[config.mk]
export PLATFORM = sky130hd
export DESIGN_NAME = gray_tracker
export DESIGN_NICKNAME = d
export VERILOG_FILES = /design/src/rtl/gray_tracker.sv
export SDC_FILE = /design/constraint.sdc
export NUM_CORES = 1
export LEC_CHECK = 0
export CAP_MARGIN = 20
export CORE_MARGIN = 2
export CORE_UTILIZATION = 51
export DETAILED_ROUTE_END_ITERATION = 10
export GPL_TIMING_DRIVEN = 1
export PLACE_DENSITY = 0.8
export SLEW_MARGIN = 5
export SYNTH_ARGS = -nofsm -noshare
export SYNTH_HDL_FRONTEND = slang
export SYNTH_SLANG_ARGS = --single-unit
export TNS_END_PERCENT = 20
[constraint.sdc]
create_clock -name Clk -period 3.15 [get_ports Clk]
set_input_delay 0.63 -clock Clk [delete_from_list [all_inputs] [get_ports Clk]]
set_output_delay 0.63 -clock Clk [all_outputs]
set_load 0.01 [all_outputs]
[src/rtl/gray_tracker.sv]
// gray_tracker: downstream monitor for a 3-bit Gray-code counter.
//
// Each clock it samples the upstream Gray/OvfIn pair. It decodes the code to binary and
// pulses Step for every legal forward step. It also counts full revolutions (100 -> 000)
// and latches a sticky fault on any illegal transition.
//
// Ports:
//   Clk        in   1       clock, all state on posedge
//   Reset      in   1       synchronous, active-high, highest priority
//   Clear      in   1       synchronous fault clear (only acts in the fault state)
//   Gray       in   3       Gray code from the upstream counter
//   OvfIn      in   1       upstream sticky overflow flag
//   Bin        out  3       binary value of the last accepted Gray code
//   Step       out  1       one-cycle pulse per accepted forward step (wrap included)
//   WrapPulse  out  1       one-cycle pulse per accepted 100 -> 000 step
//   Wraps      out  WRAP_W  saturating revolution count
//   Err        out  1       sticky fault flag
//
// Every output is registered. A decision on the inputs sampled at edge N is visible
// after edge N.
module gray_tracker #(
  parameter int unsigned WRAP_W = 8
) (
  input  logic              Clk,
  input  logic              Reset,
  input  logic              Clear,
  input  logic [2:0]        Gray,
  input  logic              OvfIn,
  output logic [2:0]        Bin,
  output logic              Step,
  output logic              WrapPulse,
  output logic [WRAP_W-1:0] Wraps,
  output logic              Err
);

  typedef enum logic [1:0] {
    StSync  = 2'd0,
    StTrack = 2'd1,
    StFault = 2'd2
  } state_e;

  function automatic logic [2:0] gray2bin(input logic [2:0] g);
    logic [2:0] b;
    b[2] = g[2];
    b[1] = g[2] ^ g[1];
    b[0] = g[2] ^ g[1] ^ g[0];
    return b;
  endfunction

  function automatic logic [2:0] bin2gray(input logic [2:0] b);
    return b ^ {1'b0, b[2:1]};
  endfunction

  state_e            state_q, state_d;
  logic [2:0]        prev_q, prev_d;         // last accepted Gray code
  logic              prev_ovf_q, prev_ovf_d; // OvfIn seen alongside prev_q
  logic [2:0]        bin_q, bin_d;
  logic              step_q, step_d;
  logic              wrap_pulse_q, wrap_pulse_d;
  logic [WRAP_W-1:0] wraps_q, wraps_d;
  logic              err_q, err_d;

  // Transition classification against the last accepted sample.
  logic [2:0] gray_bin;
  logic [2:0] prev_succ_bin;
  logic [2:0] prev_succ_gray;
  logic       prev_is_top;
  logic       is_hold;
  logic       is_fwd;
  logic       is_wrap;

  always_comb begin
    gray_bin       = gray2bin(Gray);
    prev_succ_bin  = gray2bin(prev_q) + 3'd1;
    prev_succ_gray = bin2gray(prev_succ_bin);
    prev_is_top    = (prev_q == 3'b100);
    is_hold        = (Gray == prev_q) && (OvfIn == prev_ovf_q);
    // The 100 -> 000 step is only legal as a wrap, which needs OvfIn set.
    is_fwd         = !prev_is_top && (Gray == prev_succ_gray) && (OvfIn == prev_ovf_q);
    is_wrap        = prev_is_top && (Gray == 3'b000) && OvfIn;
  end

  always_comb begin
    state_d      = state_q;
    prev_d       = prev_q;
    prev_ovf_d   = prev_ovf_q;
    bin_d        = bin_q;
    step_d       = 1'b0;
    wrap_pulse_d = 1'b0;
    wraps_d      = wraps_q;
    err_d        = err_q;

    unique case (state_q)
      StSync: begin
        // Resynchronise to whatever the counter currently shows. No pulse is given.
        prev_d     = Gray;
        prev_ovf_d = OvfIn;
        bin_d      = gray_bin;
        state_d    = StTrack;
      end

      StTrack: begin
        if (is_hold) begin
          prev_d     = Gray;
          prev_ovf_d = OvfIn;
        end else if (is_fwd) begin
          prev_d     = Gray;
          prev_ovf_d = OvfIn;
          bin_d      = gray_bin;
          step_d     = 1'b1;
        end else if (is_wrap) begin
          prev_d       = Gray;
          prev_ovf_d   = OvfIn;
          bin_d        = 3'd0;
          step_d       = 1'b1;
          wrap_pulse_d = 1'b1;
          if (!(&wraps_q)) begin
            wraps_d = wraps_q + 1'b1;
          end
        end else begin
          // prev/prev_ovf keep the last trusted sample. Bin is frozen.
          err_d   = 1'b1;
          state_d = StFault;
        end
      end

      StFault: begin
        err_d = 1'b1;
        if (Clear) begin
          err_d   = 1'b0;
          state_d = StSync;
        end
      end

      default: begin
        // Unreachable encoding: resynchronise rather than hang.
        state_d = StSync;
      end
    endcase
  end

  always_ff @(posedge Clk) begin
    if (Reset) begin
      state_q      <= StSync;
      prev_q       <= 3'b000;
      prev_ovf_q   <= 1'b0;
      bin_q        <= 3'd0;
      step_q       <= 1'b0;
      wrap_pulse_q <= 1'b0;
      wraps_q      <= '0;
      err_q        <= 1'b0;
    end else begin
      state_q      <= state_d;
      prev_q       <= prev_d;
      prev_ovf_q   <= prev_ovf_d;
      bin_q        <= bin_d;
      step_q       <= step_d;
      wrap_pulse_q <= wrap_pulse_d;
      wraps_q      <= wraps_d;
      err_q        <= err_d;
    end
  end

  assign Bin       = bin_q;
  assign Step      = step_q;
  assign WrapPulse = wrap_pulse_q;
  assign Wraps     = wraps_q;
  assign Err       = err_q;

endmodule
==> results of run 1 <==
state kept, by name, summed over array words and instances, names as in the netlist:
signal and flops:
Bin 3, prev_ovf_q 1, state_q 2, WrapPulse 1
Step 1, Wraps 8, prev_q 3, Err 1
worst paths after layout:
path	start	endpoint	slack (ns)
max	Gray[0]	prev_q[0]	0.44
min	Bin[1]	Bin[1]	0.48
max reg2reg	prev_q[2]	prev_q[0]	0.87
min reg2reg	Bin[1]	Bin[1]	0.48
synthesized netlist by cell type (all sizes together), types with 2 or more instances:
| cell type | instances |
|---|---|
| dfxtp | 20 |
| a21oi | 8 |
| buf | 7 |
| nand2 | 7 |
| nand2b | 7 |
| nor2 | 6 |
| nor2b | 5 |
| o21ai | 5 |
| xor2 | 5 |
| mux2i | 4 |
| nand3 | 4 |
| a31oi | 3 |
| clkbuf | 3 |
| inv | 3 |
| nand3b | 3 |
| nand4 | 3 |
| nor3 | 3 |
| nor4 | 3 |
| or3 | 3 |
| or4 | 3 |
| a211oi | 2 |
| nor3b | 2 |
| o31ai | 2 |
| o41ai | 2 |
| or2b | 2 |
| xnor2 | 2 |
critical path, cell delays in order:
cell	delay, ns
clkdlybuf4s50_1	0.55
maj3_1	0.39
a2111oi_0	0.56
o41ai_1	0.22
a21oi_2	0.35
mux2i_1	0.23
kinds of logic after synthesis:
group | count (synthesis) | synth area share
compound gates | 30 | 0.182
xor+xnor | 7 | 0.0536
fa+ha+maj | 2 | 0.0197
buf+inv | 13 | 0.0635
flops | 20 | 0.350
mux | 4 | 0.0350
simple gates | 53 | 0.296
cell type report:
type,instances,area [µm²],share of cell area
clock buffer,3,22.5,0.0163
inverter,3,11.3,0.00817
multi-input combinational,96,671,0.487
sequential,20,400,0.291
tap,28,35.0,0.0254
timing repair buffer,25,238,0.173
power by group through the flow:
stage	sequential (µW)	combinational (µW)	clock, µW
after global placement	320	161	0
final	316	164	115
after global routing	322	182	129
after floorplan	300	132	0
after detailed placement	321	164	0
after CTS	316	165	120
per-layer routing:
metal,vias to the layer above,GRT usage,routed length (µm)
li1,510,-,-
met5,-,0,0
met1,460,0.217,1010
met4,0,0.0702,16
met3,2,0.0380,52
met2,15,0.364,1130
per-stage QoR:
step           setup slack, ns  utilization
6_report                 0.439        0.635
3_5_place_dp             0.142        0.625
2_1_floorplan            0.706            -
5_1_grt                  0.311        0.635
3_3_place_gp             0.219        0.625
4_1_cts                  0.447        0.635
==> metrics.md, run 1 <==
| Metric | Value |
|---|---|
| Status | complete, no violations |
| Fin. Hold Viols | 0 |
| CTS sink count | 20 |
| Mapped Cells | 129 |
| Syn_nets | between 100 and 150 |
| Max-slew violations | 0 |
| Net Switching | roughly 180 µW |
| # DRC | 0 |
| Flops & latches, synth | 20 |
| Leak | 0.000478 µW |
| Hold Path Depth | 2 |
| Peak supply drop | roughly 0.21 mV |
| Sw Ratio | 0.310 |
| Period utilization | 0.861 |
| Die ar. | 0.00264 mm² |
| Layout Nets | 157 |
| Slew HR | 0.492 |
| Req. time, crit path | between 3 and 4 ns |
| Cell area after layout | 0.00138 mm² |
| Initial Util | 0.527 |
| Max_cap viols | 0 |
| Setup crit start kind | primary input |
| Post-DP HPWL | 1.64 mm |
| CTS tree | built |
| Clk_skew | between 0.003 and 0.004 ns |
| Row Count | 17 |
| Core area | roughly 0.0022 mm² |
| Clock transition at path regs | 0.10 ns |
| Crit path DAT | 2.93 ns |
| H-tree Lvls | 1 |
| Final setup vio count | 0 |
| Critical path fanouts, max | 7 |
| Hold_buf cts | 0 |
| Fmax | 369 MHz |
| Actual slew at the worst max-slew pin | 0.760 ns |
| Vias per cell | 5.64 |
| Post-synth EDFFs | 0 |
| I/O pin cnt | 21 |
| Setup TNS | 0 ns |
| Iteration-0 DRC Markers | 14 |
| Cell taking the most area after synthesis | dfxtp_1 |
| First-pass GRT wire length | approximately 3.9 mm |
| Post-DR wirelength/cell | ~13 µm |
| Area grow syn2layout | 20.5% |
| Placed cell area | about 0.0014 mm² |
| CTS Buf Count | 3 |
| Synth async-reset ratio | 0 |
| Worst hold slack | 0.481 ns |
| Post-synthesis sequential area ratio | 0.350 |
| Share of cells above drive strength 1 | 0.0884 |
| Ant. Diodes | 0 |
| Syn Area/Cell | 8.87 µm² |
| Post-route antenna net violation count | 0 |
| Final GP Congestion | 0.794 |
| Synth cell types | 43 |
| Post-CTS resize count | 0 |
| Unrepaired setup endpoints after global routing | false |
| Pwr Total | about 600 µW |
| R2R cell count | 5 |
| Synthesized cell area | 0.00114 mm² |
| Synth top area share | 0.350 |
| Vias | 987 |
| Highest-count cells in the layout ignoring fill and taps | 20 x dfxtp_1, 20 x clkdlybuf4s50_1, 7 x nand2_1, 7 x nand2b_1, 7 x a21oi_1 |
| Clock Path Buffers | 2 |
| Worst Hold Class | flip-flop to flip-flop |
| DRT Wirelength | 2.21 mm |
| P per Cell Area | approximately 430 mW/mm² |
| GR Overflow Total | 0 |
| Initial antenna violation count | 0 |
| CP Capture Type | flip-flop |
| # port buffers | 20 |
| Part of the power in registers | 0.531 |
| Clock power share | 0.193 |
| Combinational fraction of design power | 0.276 |
| Fill cell count | ~210 |
| Largest net degree at the start of global routing | 26 |
| Crit Path Class | primary input to flip-flop |
| Placed Cells | 172 |
| Tmin final | around 2.7 ns |
| Total GRT Usage | 0.195 |
| Vias in the first global route | 904 |
| Clock Tree Root | clkbuf_4 |
| Top cells by area, synth | dfxtp_1 35%, nand2b_1 3.8%, xor2_1 3.8% |
| Setup Buffers After CTS | 0 |
| Main flop type after synthesis | dfxtp_1 |
| DIE WIDTH | a little over 50 µm |
| Non-Filler Instances | approximately 180 |
| Pint | 411 µW |
| Die Span Y | 51.4 µm |
| Worst-skew pair later-pin latency | 0.29 ns |
| Yosys warning count | 0 |
| DRT Pass-1 Iters | 4 |
No activity file was read; power rests on OpenSTA's default activity.
==> inputs of run 2 (changes only) <==
--- a/config.mk
+++ b/config.mk
@@ -5,12 +5,13 @@
 export SDC_FILE = /design/constraint.sdc
 export NUM_CORES = 1
 export LEC_CHECK = 0
-export CAP_MARGIN = 20
+export CAP_MARGIN = 5
 export CORE_MARGIN = 2
 export CORE_UTILIZATION = 51
 export DETAILED_ROUTE_END_ITERATION = 10
 export GPL_TIMING_DRIVEN = 1
 export PLACE_DENSITY = 0.8
+export SKIP_CTS_REPAIR_TIMING = 1
 export SLEW_MARGIN = 5
 export SYNTH_ARGS = -nofsm -noshare
 export SYNTH_HDL_FRONTEND = slang
==> results of run 2 <==
Final layout, timing and power as in run 1 (identical DEF).
==> inputs of run 3 (changes only) <==
--- a/config.mk
+++ b/config.mk
@@ -6,9 +6,11 @@
 export NUM_CORES = 1
 export LEC_CHECK = 0
 export CAP_MARGIN = 5
+export CORE_ASPECT_RATIO = 1.4
 export CORE_MARGIN = 2
 export CORE_UTILIZATION = 51
 export DETAILED_ROUTE_END_ITERATION = 10
+export GPL_ROUTABILITY_DRIVEN = 0
 export GPL_TIMING_DRIVEN = 1
 export PLACE_DENSITY = 0.8
 export SKIP_CTS_REPAIR_TIMING = 1
==> run 3 against run 2 <==
First-iteration DRC count increased by 14%. Clock power increased by 26%. Cell count decreased by 2.9%. Register-to-register slack about the same. Flip-flop and latch count unchanged. Worst hold slack improved by 0.0089 ns. Core utilization increased by 0.81 points. Combinational power about the same. Clock skew about the same. Global-route usage about the same. Non-clock buffer count unchanged. Routed wire length increased by 0.77%.
==> metrics.md, run 3 (synthesis results as in run 1) <==
| Metric | Value |
|---|---|
| Post-DP HPWL | 1.63 mm (was 1.64 mm) |
| Clk_skew | 0.00307 ns (was 0.00335 ns) |
| Met2 GRT Util | 0.370 (was 0.364) |
| DRT Wirelength | 2.23 mm (was 2.21 mm) |
| CTS tree | built (unchanged) |
| Crit Path Class | primary input to flip-flop (unchanged) |
| # DRC | 0 (unchanged) |
| Iteration-0 DRC Markers | 16 (was 14) |
| Max_cap viols | 0 (unchanged) |
| Initial Util | 0.531 (was 0.527) |
| Area grow syn2layout | 21.0% (was 20.5%) |
| GR Overflow Total | 0 (unchanged) |
| Core area | 0.00215 mm² (was 0.00217 mm²) |
| CTS sink count | 20 (unchanged) |
| Share of cells above drive strength 1 | 0.0946 (was 0.0884) |
| Final setup vio count | 0 (unchanged) |
| P per Cell Area | 452 mW/mm² (was 432 mW/mm²) |
| Row Count | 20 (was 17) |
| DRT Pass-1 Iters | 4 (unchanged) |
| Placed cell area | 0.00135 mm² (was 0.00136 mm²) |
| CP Capture Type | flip-flop (unchanged) |
| Tmin final | 2.66 ns (was 2.71 ns) |
| Status | complete, no violations (unchanged) |
| Clock transition at path regs | 0.11 ns (was 0.10 ns) |
| Gr busiest metal | met2 (unchanged) |
| Leak | 0.000485 µW (was 0.000478 µW) |
| Placed Cells | 166 (was 172) |
| Setup crit start kind | primary input (unchanged) |
| Layout Nets | 157 (unchanged) |
| Sw Ratio | 0.301 (was 0.310) |
| Net Switching | 189 µW (was 184 µW) |
| Highest-count cells in the layout ignoring fill and taps | 20 x dfxtp_1, 20 x clkdlybuf4s50_1, 7 x nand2_1, 7 x nand2b_1, 7 x a21oi_1 (unchanged) |
| Die Span Y | 60.0 µm (was 51.4 µm) |
| Clock power share | 0.232 (was 0.193) |
| Actual slew at the worst max-slew pin | 0.806 ns (was 0.760 ns) |
| Part of the power in registers | 0.505 (was 0.531) |
| Setup TNS | 0 ns (unchanged) |
| Non-Filler Instances | 170 (was 175) |
| H-tree Lvls | 1 (unchanged) |
| Pint | 437 µW (was 411 µW) |
| Req. time, crit path | 3.37 ns (about the same) |
| Clock Path Buffers | 2 (unchanged) |
| Post-layout util | 0.643 (was 0.635) |
| First-pass GRT wire length | 3.93 mm (was 3.88 mm) |
| Clock Tree Root | clkbuf_4 (unchanged) |
| Setup WS post-layout | 0.490 ns (was 0.439 ns) |
| Slew HR | 0.461 (was 0.492) |
| I/O pin cnt | 21 (unchanged) |
| Max reg flops | 8 (unchanged) |
| Total GRT Usage | 0.195 (about the same) |
| Max-slew violations | 0 (unchanged) |
| Vias per cell | 6.01 (was 5.64) |
| CTS Buf Count | 3 (unchanged) |
| Initial antenna violation count | 0 (unchanged) |
| Fmax | 376 MHz (was 369 MHz) |
| # port buffers | 20 (unchanged) |
| Worst Hold Class | flip-flop to flip-flop (unchanged) |
| Crit path DAT | 2.88 ns (was 2.93 ns) |
| Post-route antenna net violation count | 0 (unchanged) |
| Ant. Diodes | 0 (unchanged) |
| M3 GR Usage | 0.0181 (was 0.0380) |
| Vias | 1,021 (was 987) |
| Worst slack, placed | 0.187 ns (was 0.142 ns) |
| Peak supply drop | 0.301 mV (was 0.213 mV) |
| Combinational fraction of design power | 0.262 (was 0.276) |
| Largest net degree at the start of global routing | 26 (unchanged) |
| Critical path fanouts, max | 13 (was 7) |
| Die ar. | 0.00264 mm² (about the same) |
| Met1 Use GR | 0.211 (was 0.217) |
| Unrepaired setup endpoints after global routing | false (unchanged) |
| Period utilization | 0.845 (was 0.861) |
| Fin. Hold Viols | 0 (unchanged) |
| Post-DR wirelength/cell | 13.1 µm (was 12.6 µm) |
| Worst-skew pair later-pin latency | 0.29 ns (about the same) |
| DIE WIDTH | 44.0 µm (was 51.4 µm) |
| Vias in the first global route | 923 (was 904) |
| Cell area after layout | 0.00138 mm² (about the same) |
## run 3: cell types whose count changed in the layout (fill, tap and decap cells not counted)
cell      previous run  this run
clkbuf_8             0         1
## run 3: routing by layer
metal  vias up  part of all wire
met2        24              0.53
met1       485              0.42
met3         4             0.027
li1        508                 -
met5         -                 0
met4         0             0.017
## run 3: power groups by stage
stage	Sequential (µW)	Clock [µW]	Combinational, µW
after floorplan	300	0	132
after global placement	320	0	160
after detailed placement	321	0	164
after CTS	315	151	165
after global routing	321	164	182
final	316	145	164
## run 3: cell type report
class	instances	area (µm²)
Fill cell	188	768
Multi-Input combinational cell	96	671
Sequential cell	20	400
Timing Repair Buffer	25	238
Clock buffer	4	36.3
Tap cell	22	27.5
Inverter	3	11.3
## run 3: worst max-delay path, cell delays in order
cell and delay, ns:
clkdlybuf4s50_1 0.52, nor4_4 0.34, nand4b_4 0.13, or4_4 0.61
or4_1 0.49, a21oi_1 0.16
## run 3: worst paths after layout
| check | slack (ns) | cells after the start | end | from |
|---|---|---|---|---|
| worst max-delay path | 0.49 | 6 | Wraps[7] | Gray[0] |
| worst min-delay path | 0.49 | 2 | Bin[1] | Bin[1] |
| worst max register to register | 0.86 | 5 | Wraps[7] | prev_q[0] |
| worst min register to register | 0.49 | 2 | Bin[1] | Bin[1] |
## run 3: per-stage QoR
step / hold WS, ns / total power (µW)
after global placement: 0.464 / 480
final: 0.490 / 625
after global routing: 0.522 / 667
after detailed placement: 0.473 / 485
after CTS: 0.494 / 632
after floorplan: 0.460 / 431
